`src/rtl/psum_acc.sv`:
```
// ---------------------------------------------------------------------------
// psum_acc -- partial-sum accumulator behind the MAC stage.
//
// Accumulates `len` signed partial sums into one acc_bw-wide word. ReLU can
// be applied to the finished word, which is then held on a valid/ready
// output until the consumer accepts it.
//
// Valid/ready semantics: a transfer happens on a rising edge where both
// valid and ready are high. A producer keeps its data stable while valid is
// high and ready is low. Valid never waits on ready.
//
// Ports:
//   clk        rising-edge clock
//   reset      synchronous, active-high reset
//   in         signed partial sum from the MAC (psum_bw bits)
//   in_valid   `in` carries a partial sum this cycle
//   in_ready   block accepts `in` this cycle (low only while a result is held)
//   relu_en    clamp a negative finished result to zero (sampled on last beat)
//   out        signed accumulated result (acc_bw bits)
//   out_valid  `out` holds a finished result
//   out_ready  downstream accepts `out` this cycle
//   busy       state is not IDLE
//
// Build option: define PSUM_ACC_SAT_EN to saturate every accumulate step to
// the signed acc_bw range. Without it the accumulator wraps modulo 2^acc_bw.
// ---------------------------------------------------------------------------
module psum_acc #(
    parameter int psum_bw = 9,
    parameter int acc_bw  = 16,
    parameter int len     = 8
) (
    input  logic              clk,
    input  logic              reset,
    input  logic [psum_bw-1:0] in,
    input  logic              in_valid,
    output logic              in_ready,
    input  logic              relu_en,
    output logic [acc_bw-1:0] out,
    output logic              out_valid,
    input  logic              out_ready,
    output logic              busy
);

    localparam int CNT_W = $clog2(len + 1);
    localparam logic [CNT_W-1:0] LAST_CNT = CNT_W'(len - 1);

    localparam logic [1:0] IDLE = 2'd0;
    localparam logic [1:0] ACC  = 2'd1;
    localparam logic [1:0] HOLD = 2'd2;

    logic [1:0]        state_q, state_d;
    logic [acc_bw-1:0] acc_q, acc_d;
    logic [CNT_W-1:0]  cnt_q, cnt_d;
    logic [acc_bw-1:0] out_q, out_d;
    logic              out_valid_q, out_valid_d;

    logic [acc_bw-1:0] in_ext;
    logic [acc_bw-1:0] sum;
    logic [acc_bw-1:0] relu_sum;
    logic              accept;
    logic              last_beat;

    assign in_ready  = (state_q != HOLD);
    assign busy      = (state_q != IDLE);
    assign out       = out_q;
    assign out_valid = out_valid_q;
    assign accept    = in_valid && in_ready;

    // acc_q is zero in IDLE, so acc_q + in_ext also yields the first-beat load.
`ifdef PSUM_ACC_SAT_EN
    logic [acc_bw:0] sum_wide;

    always_comb begin
        in_ext   = acc_bw'($signed(in));
        sum_wide = {acc_q[acc_bw-1], acc_q} + {in_ext[acc_bw-1], in_ext};
        // The two top bits disagree only when the step left the signed range.
        if (sum_wide[acc_bw] != sum_wide[acc_bw-1]) begin
            if (sum_wide[acc_bw]) begin
                sum = {1'b1, {(acc_bw-1){1'b0}}};
            end else begin
                sum = {1'b0, {(acc_bw-1){1'b1}}};
            end
        end else begin
            sum = sum_wide[acc_bw-1:0];
        end
    end
`else
    always_comb begin
        in_ext = acc_bw'($signed(in));
        sum    = acc_q + in_ext;
    end
`endif

    always_comb begin
        relu_sum = sum;
        if (relu_en && sum[acc_bw-1]) begin
            relu_sum = '0;
        end
    end

    // With len==1 the very first beat is already the last one.
    always_comb begin
        last_beat = 1'b0;
        if (state_q == IDLE) begin
            last_beat = (len == 1);
        end else if (state_q == ACC) begin
            last_beat = (cnt_q == LAST_CNT);
        end
    end

    always_comb begin
        state_d     = state_q;
        acc_d       = acc_q;
        cnt_d       = cnt_q;
        out_d       = out_q;
        out_valid_d = out_valid_q;

        case (state_q)
            IDLE, ACC: begin
                if (accept) begin
                    acc_d = sum;
                    cnt_d = cnt_q + 1'b1;
                    if (last_beat) begin
                        out_d       = relu_sum;
                        out_valid_d = 1'b1;
                        state_d     = HOLD;
                    end else begin
                        state_d = ACC;
                    end
                end
            end
            HOLD: begin
                if (out_ready) begin
                    out_valid_d = 1'b0;
                    acc_d       = '0;
                    cnt_d       = '0;
                    state_d     = IDLE;
                end
            end
            default: begin
                state_d     = IDLE;
                acc_d       = '0;
                cnt_d       = '0;
                out_valid_d = 1'b0;
            end
        endcase
    end

    always_ff @(posedge clk) begin
        if (reset) begin
            state_q     <= IDLE;
            acc_q       <= '0;
            cnt_q       <= '0;
            out_q       <= '0;
            out_valid_q <= 1'b0;
        end else begin
            state_q     <= state_d;
            acc_q       <= acc_d;
            cnt_q       <= cnt_d;
            out_q       <= out_d;
            out_valid_q <= out_valid_d;
        end
    end

endmodule

```
`config.mk`:
```
export PLATFORM = sky130hd
export DESIGN_NAME = psum_acc
export DESIGN_NICKNAME = d
export VERILOG_FILES = /design/src/rtl/psum_acc.sv
export SDC_FILE = /design/constraint.sdc
export NUM_CORES = 1
export LEC_CHECK = 0
export CAP_MARGIN = 10
export CORE_MARGIN = 5
export CORE_UTILIZATION = 31
export CTS_CLUSTER_DIAMETER = 100
export CTS_CLUSTER_SIZE = 10
export DETAILED_ROUTE_END_ITERATION = 12
export DONT_BUFFER_PORTS = 1
export GPL_TIMING_DRIVEN = 0
export PLACE_DENSITY = 0.46
export SLEW_MARGIN = 25
export SYNTH_ARGS = -nofsm -noshare
export SYNTH_HDL_FRONTEND = slang
export SYNTH_SLANG_ARGS = --single-unit
```
`constraint.sdc`:
```
create_clock -name clk -period 4.3 [get_ports clk]
set_input_delay 0.86 -clock clk [delete_from_list [all_inputs] [get_ports clk]]
set_output_delay 0.86 -clock clk [all_outputs]
set_load 0.03 [all_outputs]
```
* Word-level counts from Yosys, hierarchy flattened *
Cells that the tools add are included.

storage, ports and cells
  output and inout bits = 19
  register bits after elaboration = 39
  word-level logic and storage cells = 39
  input bits = 14

operators by class
  equal/unequal tests = 7
  add/sub/neg operators = 2
  reduce and logical (&&, ||, !) cells = 8
  mux-type cells = 17

operator list
  cell                                                  number
  2-to-1 mux 16 bit                                     3
  one-hot mux 16 bit (2 select lines)                   1
  adder 16 bit                                          1
  2-to-1 mux 4 bit                                      2
  != test 2 bit (second input constant)                 4
  one-hot mux 4 bit (2 select lines)                    1
  2-to-1 mux 2 bit                                      3
  AND reduction 3 bit                                   2
  2-to-1 mux 1 bit                                      5
  adder 4 x 1 -> 4 bit (second input constant)          1
  equality test 4 x 3 -> 1 bit (second input constant)  1
  one-hot mux 2 bit (2 select lines)                    1
  equality test 2 x 1 -> 1 bit (second input constant)  1
  equality test 2 bit (second input constant)           1
  logical AND 1 bit                                     2
  zero test 2 bit                                       1
  one-hot mux 1 bit (2 select lines)                    1
  AND reduction 2 bit                                   1
  nonzero test 2 bit                                    1
  OR reduction 2 bit                                    1

* Logic depth before layout (Yosys ltp) *
  word-level depth = 6
  gate-level depth with buffers = 9
  mapped depth without buffers = 8

* Worst setup path before layout *
OpenSTA, ideal clock, no wires.

  path type = in2reg
  from = input port in[8]
  to = register out_q[10], in the netlist out[10]
  required time = 4242 ps
  setup time = 58 ps
  stages on the path = 8
  setup slack = 1315 ps
  arrival = 2927 ps
  cell sequence = ha_1 a21o_1 o21bai_1 a211o_1 or3_4 a311oi_4 buf_6 a22o_2

on the way
  longest elaborated chain between the ends = 3

RTL lines
  item                   RTL line  text
  start, declared        34        input logic [psum_bw-1:0] in,
  adder 16 bit (*)       90        sum = acc_q + in_ext;
  logical AND 1 bit      96        if (relu_en && sum[acc_bw-1]) begin
  2-to-1 mux 16 bit (*)  96
  end signal, assigned   160       out_q <= out_d;
  end, declared          54        logic [acc_bw-1:0] out_q, out_d;

Every way passes the cells marked *; elsewhere a longest branch is shown, timed or not.
A chain may end at the register's enable or synchronous reset.

* Worst setup path in the final report *
Ends and elaborated chain as after synthesis.

==> results.toml <==
[status]
status = "complete, no violations"

[grt]
gr-max-usage-layer = "met2"
met1_usage = 0.196
grt_util_met3 = 0.0345
antenna_found_initial = 0
grt_pass1_vias = 1810
grt_pass1_wl_mm = 9.45
grt_overflow = 0
grt_use_met2 = 0.203
grt_max_degree = 13
grt_usage = 0.138

[sta]
drv_slew = 0
hold_viol_final = 0
tightest_slew_ns = 0.651
setup_ws_ns = 1.23
skew_ns = 0.0110
fmax_mhz = 325
post-route-period-util = 0.715
relSlewSlack = 0.566
layout_min_cycle_time_ns = 3.07
setup_viol = 0
rsz0062_at_grt = "no"
setup_tns_ns = 0

[place]
io_buffer_count = 0
hpwl_mm = 4.28
place_congestion = 0.802
post-place-ws_ns = 0.915

[clock_tree]
clock-root-buffer = "clkbuf_8"
cts_setup_buffers = 0
cts_buffers = 5
insertion_delay_ns = 0.29
cts_hold_buf = 0
clk_path_buf_depth = 2
cts.sink_count = 39
cts-htree-levels = 2
path_clk_slew_ns = 0.08
cts_tree = "done"
ctsResizeCount = 0

[min_path]
whs_endpoint = "acc_q[0]"
hold_depth = 2
hp-start = "acc_q[0]"
hold_path_class = "reg -> reg"

[routing]
drtPass1Iterations = 4
routed-via-count = 1838
detail_route.wl_per_cell_um = 16.5
vias_per_cell = 5.27
drc = 0
postRouteAntennaNets = 0
postRouteWirelength_mm = 5.76
drt_iter0_markers = 94

[worst_setup_path]
slowest_stage = "a311oi_4"
crit_arrival_ns = 3.31
r2r-end = "out[10]"
crit_fanout = 10
r2r_slack_ns = 1.45
cpPeakStageDelay_ns = 0.56
r2r_cells = 8
critPathLaunchType = "primary input"
reg2reg_from = "acc_q[4]"
crit_chain = "ha_1 -> a21o_1 -> o21bai_1 -> a211o_1 -> or3_4 -> a311oi_4 -> buf_6 -> a22o_2"
end_kind = "flip-flop"
worstPathRequired_ns = 4.53
path_class = "in -> reg"

[synth]
synth.net_count = 276
synth_top_cell_by_area = "dfxtp_1"
synth_commonest_cells = "dfxtp_1 (39), a21oi_1 (24), nor2_1 (19)"
syn_area_mm2 = 0.00219
yosysTopAreaCellShare = 0.357
yosysMostFrequentCell = "dfxtp_1"
synth_edf_count = 0
synth_seq_cells = 39
ys_warn_count = 0
synth_cells = 245
async_reset_ff_frac = 0
ys_seq_area_frac = 0.357
synth.avg_cell_area_um2 = 8.93
synthFlopType = "dfxtp_1"
ys_top_cells_by_area = "dfxtp_1 (36%), ha_1 (9.1%), a21oi_1 (5.5%)"
ys_types = 48

[die]
die_w_um = 94.0
die_h_um = 94.0
coreArea_mm2 = 0.00683
rows = 30
initial_core_util = 0.320
ios = 33
die-area_mm2 = 0.00884

[power_and_ir_drop]
p_leak_nw = 0.957
vdd_drop_max_v = 0.000134
power.density_mw_per_mm2 = 415

[layout]
insertedDiodeCount = 0
drive_gt1_frac = 0.0988
area_growth_syn_to_layout_pct = 11.5
final_net_count = 283

[job]
max_cap_viol_count = 0
[final cells by class]
| cell class | instances | area (µm²) |
|---|---|---|
| plain buffers | 11 | 48.8 |
| clock buffers | 6 | 72.6 |
| clock inverters | 2 | 60.1 |
| fillers | 755 | 4390 |
| inverters | 4 | 15.0 |
| multi-input cells | 191 | 1340 |
| flip-flops and latches | 39 | 781 |
| well taps | 96 | 120 |
[routing by layer]
metal,wire length (µm),up-vias
li1,-,932
met1,2860,866
met2,2590,34
met3,275,6
met4,44,0
met5,0,-
[cells by family after synthesis]
family | after synthesis | share of synthesized area
compound gates | 88 | 0.293
buf+inv | 15 | 0.0292
flops | 39 | 0.357
simple gates | 73 | 0.168
fa+ha+maj | 17 | 0.101
xor+xnor | 13 | 0.0520
[worst max path at each step]
| stage | from | endpoint | slack (ns) | depth (start not counted) |
|---|---|---|---|---|
| 3_3_place_gp | in[8] | out[10] | 0.90 | 8 |
| 4_1_cts | in[8] | out[10] | 1.21 | 8 |
| 2_1_floorplan | in[8] | out[10] | 1.32 | 8 |
| 5_1_grt | in[4] | out[9] | 1.07 | 8 |
| 3_5_place_dp | in[8] | out[9] | 0.91 | 8 |
| 6_report | in[8] | out[10] | 1.23 | 8 |
[critical path: cells and delay by family]
kind                       cells  cell delay [ns]
and+or+nand+nor                1             0.42
buffers and inverters          1             0.24
AOI/OAI and AO/OA              5             1.42
adders and majority gates      1             0.36
[flip-flops by register name, indices dropped and copies added (netlist names)]
name	count
out	16
state_q	2
cnt_q	4
out_valid	1
acc_q	16
[power by group]
group / total, W / switching, W / internal [W] / leakage (nW)
Clock: 0.000366 / 0.000134 / 0.000232 / 0.0654
Combinational: 0.000252 / 0.000150 / 0.000102 / 0.574
Sequential: 0.000395 / 0.0000129 / 0.000382 / 0.318
Total: 0.00101 / 0.000297 / 0.000716 / 0.957
[cells in the final DEF (no fill, tap or decap), drive strengths merged, types with 4 or more instances in the layout]
master,count
o21ai,15
clkbuf,16
nand3,6
or3,5
a32o,4
a22o,15
xnor2,9
or2,4
nor2,19
nand3b,4
dfxtp,39
a21o,4
a21oi,24
ha,16
xor2,4
a22oi,5
nor2b,4
nor3,4
nand2,17
[stage by stage]
step                 util  power [W]  cells  area, µm²  hold slack (ns)
floorplan               -   0.000602    245       2190            0.436
global placement    0.338   0.000654    341       2310            0.445
detailed placement  0.338   0.000654    341       2310            0.449
CTS                 0.357    0.00103    349       2440            0.466
global route        0.357    0.00108    349       2440            0.486
finish              0.357    0.00101    349       2440            0.461
Note: power is estimated with default switching activity, not from simulation.
